<file path="config.mk">
export PLATFORM = sky130hd
export DESIGN_NAME = multiword_adder_ctrl_amisha
export DESIGN_NICKNAME = d
export VERILOG_FILES = /design/src/rtl/multiword_adder_ctrl_amisha_pkg.sv /design/src/rtl/multiword_adder_ctrl_amisha_slice.sv /design/src/rtl/multiword_adder_ctrl_amisha.sv
export SDC_FILE = /design/constraint.sdc
export NUM_CORES = 1
export LEC_CHECK = 0
export CAP_MARGIN = 20
export CORE_MARGIN = 2
export CORE_UTILIZATION = 50
export CTS_BUF_LIST = sky130_fd_sc_hd__clkbuf_4 sky130_fd_sc_hd__clkbuf_8
export CTS_CLUSTER_DIAMETER = 120
export DETAILED_ROUTE_END_ITERATION = 6
export PLACE_DENSITY = 0.91
export SLEW_MARGIN = 25
export SYNTH_ARGS = -nofsm -noshare
export SYNTH_HDL_FRONTEND = slang
export SYNTH_SLANG_ARGS = --single-unit
</file>
<file path="constraint.sdc">
create_clock -name clk_amisha -period 5.65 [get_ports clk_amisha]
set_input_delay 1.695 -clock clk_amisha [delete_from_list [all_inputs] [get_ports clk_amisha]]
set_output_delay 1.695 -clock clk_amisha [all_outputs]
set_load 0.01 [all_outputs]
</file>
<file path="src/rtl/multiword_adder_ctrl_amisha_pkg.sv">
// Shared types and constants for the multi-word adder controller.
// Used by the controller and its slice adder.
package multiword_adder_pkg_amisha;

   // Controller states: waiting, stepping through words, result strobe.
   typedef enum logic [1:0] {
      IDLE = 2'd0,
      ADD  = 2'd1,
      DONE = 2'd2
   } state_t;

   // Default slice width and word count.
   localparam int DEF_N = 4;
   localparam int DEF_W = 4;

   // Ceiling log2, used to size the word index.
   function automatic int clog2(input int value);
      int result;
      int rem;
      result = 0;
      rem    = value - 1;
      while (rem > 0) begin
         result = result + 1;
         rem    = rem >> 1;
      end
      return result;
   endfunction

endpackage

</file>
<file path="src/rtl/multiword_adder_ctrl_amisha_slice.sv">
// Combinational N-bit adder slice with carry in and carry out.
// The controller time-multiplexes one word pair per clock onto this slice.
module adder_slice_amisha #(
   parameter int N = 4
) (
   input  logic [N-1:0] a,
   input  logic [N-1:0] b,
   input  logic         cin,
   output logic [N-1:0] s,
   output logic         cout
);

   // Zero-extend to N+1 bits so bit N of the result is the carry out.
   assign {cout, s} = {1'b0, a} + {1'b0, b} + {{N{1'b0}}, cin};

endmodule

</file>
<file path="src/rtl/multiword_adder_ctrl_amisha.sv">
// Multi-cycle wide adder: adds two N*W-bit operands one N-bit word per
// clock, least-significant word first, through a single shared slice.
// Optional macro MULTIWORD_ADDER_SUB_EN adds a sub_amisha port that turns
// the operation into A-B (B inverted per word, initial carry 1).
module multiword_adder_ctrl_amisha
   import multiword_adder_pkg_amisha::*;
#(
   parameter int N = DEF_N,
   parameter int W = DEF_W
) (
   input  logic           clk_amisha,
   input  logic           reset_amisha,
   input  logic           start_amisha,
   input  logic [N*W-1:0] a_amisha,
   input  logic [N*W-1:0] b_amisha,
`ifdef MULTIWORD_ADDER_SUB_EN
   input  logic           sub_amisha,
`endif
   output logic           busy_amisha,
   output logic           done_amisha,
   output logic [N*W-1:0] sum_amisha,
   output logic           cout_amisha
);

   // A single word still needs a 1-bit index register.
   localparam int IDX_W = (clog2(W) > 0) ? clog2(W) : 1;
   localparam logic [IDX_W-1:0] LAST_IDX = IDX_W'(W - 1);

   state_t                state;
   logic [W-1:0][N-1:0]   a_q;
   logic [W-1:0][N-1:0]   b_q;
   logic [W-1:0][N-1:0]   sum_q;
   logic [IDX_W-1:0]      idx;
   logic                  carry;
   logic [N-1:0]          slice_a;
   logic [N-1:0]          slice_b;
   logic [N-1:0]          slice_s;
   logic                  slice_cout;
`ifdef MULTIWORD_ADDER_SUB_EN
   logic                  sub_q;
`endif

   // Select the current word pair for the shared slice.
   assign slice_a = a_q[idx];
`ifdef MULTIWORD_ADDER_SUB_EN
   assign slice_b = sub_q ? ~b_q[idx] : b_q[idx];
`else
   assign slice_b = b_q[idx];
`endif

   adder_slice_amisha #(
      .N (N)
   ) u_slice (
      .a    (slice_a),
      .b    (slice_b),
      .cin  (carry),
      .s    (slice_s),
      .cout (slice_cout)
   );

   assign sum_amisha = sum_q;

   // Controller FSM: accept in IDLE, one word per edge in ADD, strobe in DONE.
   always_ff @(posedge clk_amisha) begin
      // NOTE: non-blocking assignments throughout, so every register in this
      // block sees the pre-edge values of the others (idx, carry, state).
      if (reset_amisha) begin
         state       <= IDLE;
         idx         <= '0;
         carry       <= 1'b0;
         busy_amisha <= 1'b0;
         done_amisha <= 1'b0;
         cout_amisha <= 1'b0;
         sum_q       <= '0;
`ifdef MULTIWORD_ADDER_SUB_EN
         sub_q       <= 1'b0;
`endif
         // NOTE: a_q/b_q are deliberately not reset; they are only read in
         // ADD, which is always preceded by an accept that reloads them.
      end else begin
         done_amisha <= 1'b0;
         case (state)
            IDLE: begin
               if (start_amisha) begin
                  a_q         <= a_amisha;
                  b_q         <= b_amisha;
                  idx         <= '0;
`ifdef MULTIWORD_ADDER_SUB_EN
                  sub_q       <= sub_amisha;
                  carry       <= sub_amisha;
`else
                  carry       <= 1'b0;
`endif
                  busy_amisha <= 1'b1;
                  state       <= ADD;
               end
            end
            ADD: begin
               sum_q[idx] <= slice_s;
               carry      <= slice_cout;
               idx        <= idx + 1'b1;
               if (idx == LAST_IDX) begin
                  cout_amisha <= slice_cout;
                  done_amisha <= 1'b1;
                  state       <= DONE;
               end
            end
            DONE: begin
               busy_amisha <= 1'b0;
               state       <= IDLE;
            end
            default: begin
               busy_amisha <= 1'b0;
               state       <= IDLE;
            end
         endcase
      end
   end

endmodule

</file>
# --- Word level (Yosys, flattened, before mapping) ---
# Cells that the tools add are included.
word_totals:
  out_inout_bits: 19
  ff_bits: 56
  wordCells: 55
  inputBits: 35
classes:
  reduce_logical: 9
  muxes: 17
  n_addsub: 3
  n_bitwise: 2
  eq_ne: 4
  magnitude_cmp: 2
ops:
  columns: ["op", "n"]
  rows:
  - ["4-bit binary-select mux with 2-bit select", 2]
  - ["16-bit bitwise mux", 1]
  - ["4-bit 2-to-1 mux", 3]
  - ["4-bit demux with 2-bit select", 1]
  - ["2-bit one-hot mux with 2 select lines", 2]
  - ["2-bit AND reduction", 4]
  - ["2-bit 2-to-1 mux", 3]
  - ["4-bit by 4-bit adder with 5-bit output", 1]
  - ["5-bit by 1-bit adder with 5-bit output", 1]
  - ["2-bit inequality test, second input constant", 2]
  - ["1-bit one-hot mux with 2 select lines", 2]
  - ["2-bit by 3-bit < comparator with 1-bit output, second input constant", 1]
  - ["1-bit 2-to-1 mux", 3]
  - ["3-bit AND reduction", 1]
  - ["2-bit by 1-bit adder with 2-bit output, second input constant", 1]
  - ["2-bit by 1-bit == test with 1-bit output, second input constant", 1]
  - ["2-bit == test, second input constant", 1]
  - ["2-bit by 1-bit greater-or-equal comparator with 1-bit output, second input constant", 1]
  - ["2-bit logical NOT", 1]
  - ["1-bit inverter", 2]
  - ["2-bit nonzero test", 1]
  - ["2-bit OR reduction", 1]
  - ["1-bit logical AND", 1]

# --- Longest topological paths before layout ---
logic_depth:
  ltp_word: 5
  depth_mapped: 7
  depth_no_buf: 6

# --- Modules after synthesis ---
# Synthesis repeated with hierarchy kept, for this count alone.
hier_totals:
  hier_cells: 154
  hier_area_um2: 2326.0
modules_own_cells:
  columns: ["mod", "instances", "area_per_inst_um2", "cells_per_inst", "seq_area_each_um2"]
  rows:
  - ["multiword_adder_ctrl_amisha", 1, 2182.1, 138, 1441.4]
  - ["adder_slice_amisha", 1, 143.9, 16, 0.0]

# --- Worst setup path after synthesis ---
# No wires, ideal clock.
synth_timing:
  kind: "input to register"
  startpoint: "input reset_amisha"
  endpoint: "register a_q[0] (netlist name), enable pin"
  required_ns: 5.189
  arrival_time_ns: 4.272
  slack_ns: 0.917
  cell_stages: 3
  n_path_buf: 2
  setup_ns: 0.461
  path_cell_list: "buf_6 > clkbuf_1 > nor3_1"
synth_between:
  elab_chain_cells: 2
synth_lines:
  columns: ["element", "line", "text"]
  rows:
  - ["from (decl)", "multiword_adder_ctrl_amisha.sv:12", "input logic reset_amisha,"]
  - ["1-bit inverter (no source line)", null, null]
  - ["3-bit AND reduction (no source line)", null, null]
  - ["to (signal assigned)", "multiword_adder_ctrl_amisha.sv:85", "a_q <= a_amisha;"]
  - ["to (decl)", "multiword_adder_ctrl_amisha.sv:30", "logic [W-1:0][N-1:0] a_q;"]
# Every way passes these cells.
# A chain may end at the register's enable or synchronous reset.

# --- Final worst setup path ---
layout_timing:
  startpoint: "input reset_amisha"
  endpoint: "register b_q[11] (netlist name), enable pin"
layout_between:
  elab_chain_cells: 2
layout_lines:
  columns: ["element", "line", "text"]
  rows:
  - ["1-bit inverter (no source line)", null, null]
  - ["3-bit AND reduction (no source line)", null, null]
  - ["to (signal assigned)", "multiword_adder_ctrl_amisha.sv:86", "b_q <= b_amisha;"]
  - ["to (decl)", "multiword_adder_ctrl_amisha.sv:31", "logic [W-1:0][N-1:0] b_q;"]
# Every way passes these cells.

==> run metrics <==
Placed Area=2905 um^2; Core Rows=24; setup TNS=0 ns; vias in the first global route=1434; routing usage on met2=30.10%; CTS tree=done; Max Slew Vio Count=0; die area=5269 um^2; # clock sinks=56; Setup Fix Bufs, Post-CTS=0; met3 GRT Util=4.834%; via/cell ratio=5.494; sequential fraction of the synthesis area=61.28%; synth warn=0; Max Clock Freq=0.2969 GHz; final wirelength=4219 um; CTS Buf Count=5; core area=4444 um^2; via count=1434; Synth area leader=edfxtp_1; Final Hold Viols=0; cts hold-fix bufs=0; worst path arrival time=3.33 ns; Hold Startpoint=sum_amisha[13]; IO buf count=53; status=completed; Worst Clk Skew=0.009034 ns; fin area=3003 um^2; DRC viols=0; Tightest Pin Transition=0.9470 ns; clk slew on worst S/H paths=0.09 ns; Peak VDD IR=0.1490 mV; Yosys reg bits=56; share of post-route cells with drive strength above 1=12.92%; Netlist cell types=31; die height=72.59 um; grt ovf=0; met1 usage=22.43%; nets=252; root buffer selected by CTS=clkbuf_8; Crit Path Category=in -> reg; antenna violations before repair=0; DRT iter0 DRCs=124; Layout area overhead=27.66%; reg2reg start=idx[0]; n_diodes=0; GRT Resource Usage Total=17.63%; Mapped Nets=199; Cells after Synth=155; P per Cell Area=265.9 nW/um^2; Die X=72.59 um; average size of a mapped cell=15.18 um^2; Longest Clk Path Bufs=2; drt pass-1 iters=4; Critical Path Sink Type=register; critical path launch point=reset_amisha; Slew Limit Headroom=36.67%; Crit path required time=5.61 ns; largest cells by area after synthesis=edfxtp_1, dfxtp_1, mux4_2, ha_1, mux2i_1; Tcrit/Tclk final=59.60%; Ports=54; Leakage=1.121 nW; Starting Density=52.93%; Post-CTS Resized=0; ANT nets after route=0; HP Class=reg -> reg; H-tree levels=2; final core occ=67.57%; Clock Latency Late Sink=0.30 ns; Final setup viols=0; startpoint types=primary input; Wirelength per Cell=16.16 um; post-detail-place hpwl=3196 um; maximum fanout along the worst path=32; first-pass GRT wire length=6962 um; pin count of the biggest net entering global routing=33; mapped cell area=2352 um^2; MaxCap Viol Count=0; Yosys top cell area share=40.85%; RePlAce Congestion=0.7739; crit path time final=3.368 ns; RSZ-0062 raised after global routing=no; Top Usage Layer GRT=met2
logic make-up after synthesis:
kind of cell	count (synthesis)	share of synthesized area, %
adder cells (fa/ha/maj)	9	5.425
AO/OA/AOI/OAI	24	8.351
flip-flops	56	61.28
XOR/XNOR	1	0.3724
AND/OR/NAND/NOR	39	11.12
multiplexers	15	10.64
buffers and inverters	11	2.819
state kept, by name, indices dropped and copies added (netlist names):
register     flops
sum_amisha      16
cout_amisha      1
carry            1
busy_amisha      1
b_q             16
state            2
idx              2
done_amisha      1
a_q             16
cells in the final DEF (no fill, tap or decap), types with 2 or more instances in the layout:
master           count
mux4_2               8
a311o_1              4
inv_1                3
edfxtp_1            32
clkdlybuf4s50_1     53
a21o_1               3
nor3b_1              4
clkbuf_4             2
mux2i_1              7
a2111oi_1            3
nand2_1              5
ha_1                 7
a211oi_1             6
a21oi_1              4
nand3b_1             2
dfxtp_1             24
nand3b_4             3
and3b_2              3
nor2_1              16
fa_1                 2
clkbuf_8             6
where the power goes:
part | internal [mW] | total (mW) | switching [mW] | leakage, nW
logic | 0.0608 | 0.113 | 0.0527 | 0.577
registers | 0.449 | 0.460 | 0.0115 | 0.492
clock network | 0.110 | 0.225 | 0.115 | 0.0523
stage by stage:
stage | hold WS, ns | cells | total power [mW] | setup WS [ns]
after floorplan | 0.4805 | 155 | 0.5329 | 0.9169
after global placement | 0.4433 | 253 | 0.5787 | 1.999
after detailed placement | 0.4569 | 253 | 0.5834 | 1.953
after CTS | 0.4696 | 261 | 0.8048 | 2.277
after global routing | 0.5095 | 261 | 0.8333 | 2.159
final | 0.4638 | 261 | 0.7985 | 2.282
area by class of cell:
class	count	area, um^2
repair buffers	54	538.0
inverters	3	11.26
fillers	326	1441
flip-flops and latches	56	1441
multi-input cells	88	849.6
clock buffers	8	97.59
well taps	52	65.06
worst max-delay path, stage by stage:
cell and delay [ns]:
clkdlybuf4s50_1 0.89, nor3_2 0.33, buf_4 0.39
per-layer routing:
layer	routed length (um)	vias to the layer above
li1	-	696
met4	29	0
met5	0	-
met2	2193	52
met3	249	4
met1	1746	682
cell usage after synthesis, drive strengths merged:
cell type   n
xnor2       1
edfxtp     32
nor3        2
inv         3
nand2       5
fa          2
buf         5
a21oi       4
ha          7
clkbuf      3
nor2       16
nand2b      2
nand3b      5
mux4        8
o21bai      1
o41ai       1
nor2b       1
a2111oi     4
a22oi       1
a211oi      6
a311o       4
nor3b       4
mux2i       7
a21o        3
and3b       4
dfxtp      24
final timing paths:
check / to / slack (ns) / cells past startpoint
max: b_q[11] / 2.28 / 3
min: sum_amisha[13] / 0.46 / 2
max reg2reg: cout_amisha / 2.71 / 6
min reg2reg: sum_amisha[13] / 0.46 / 2
Note: power is estimated with default switching activity, not from simulation.
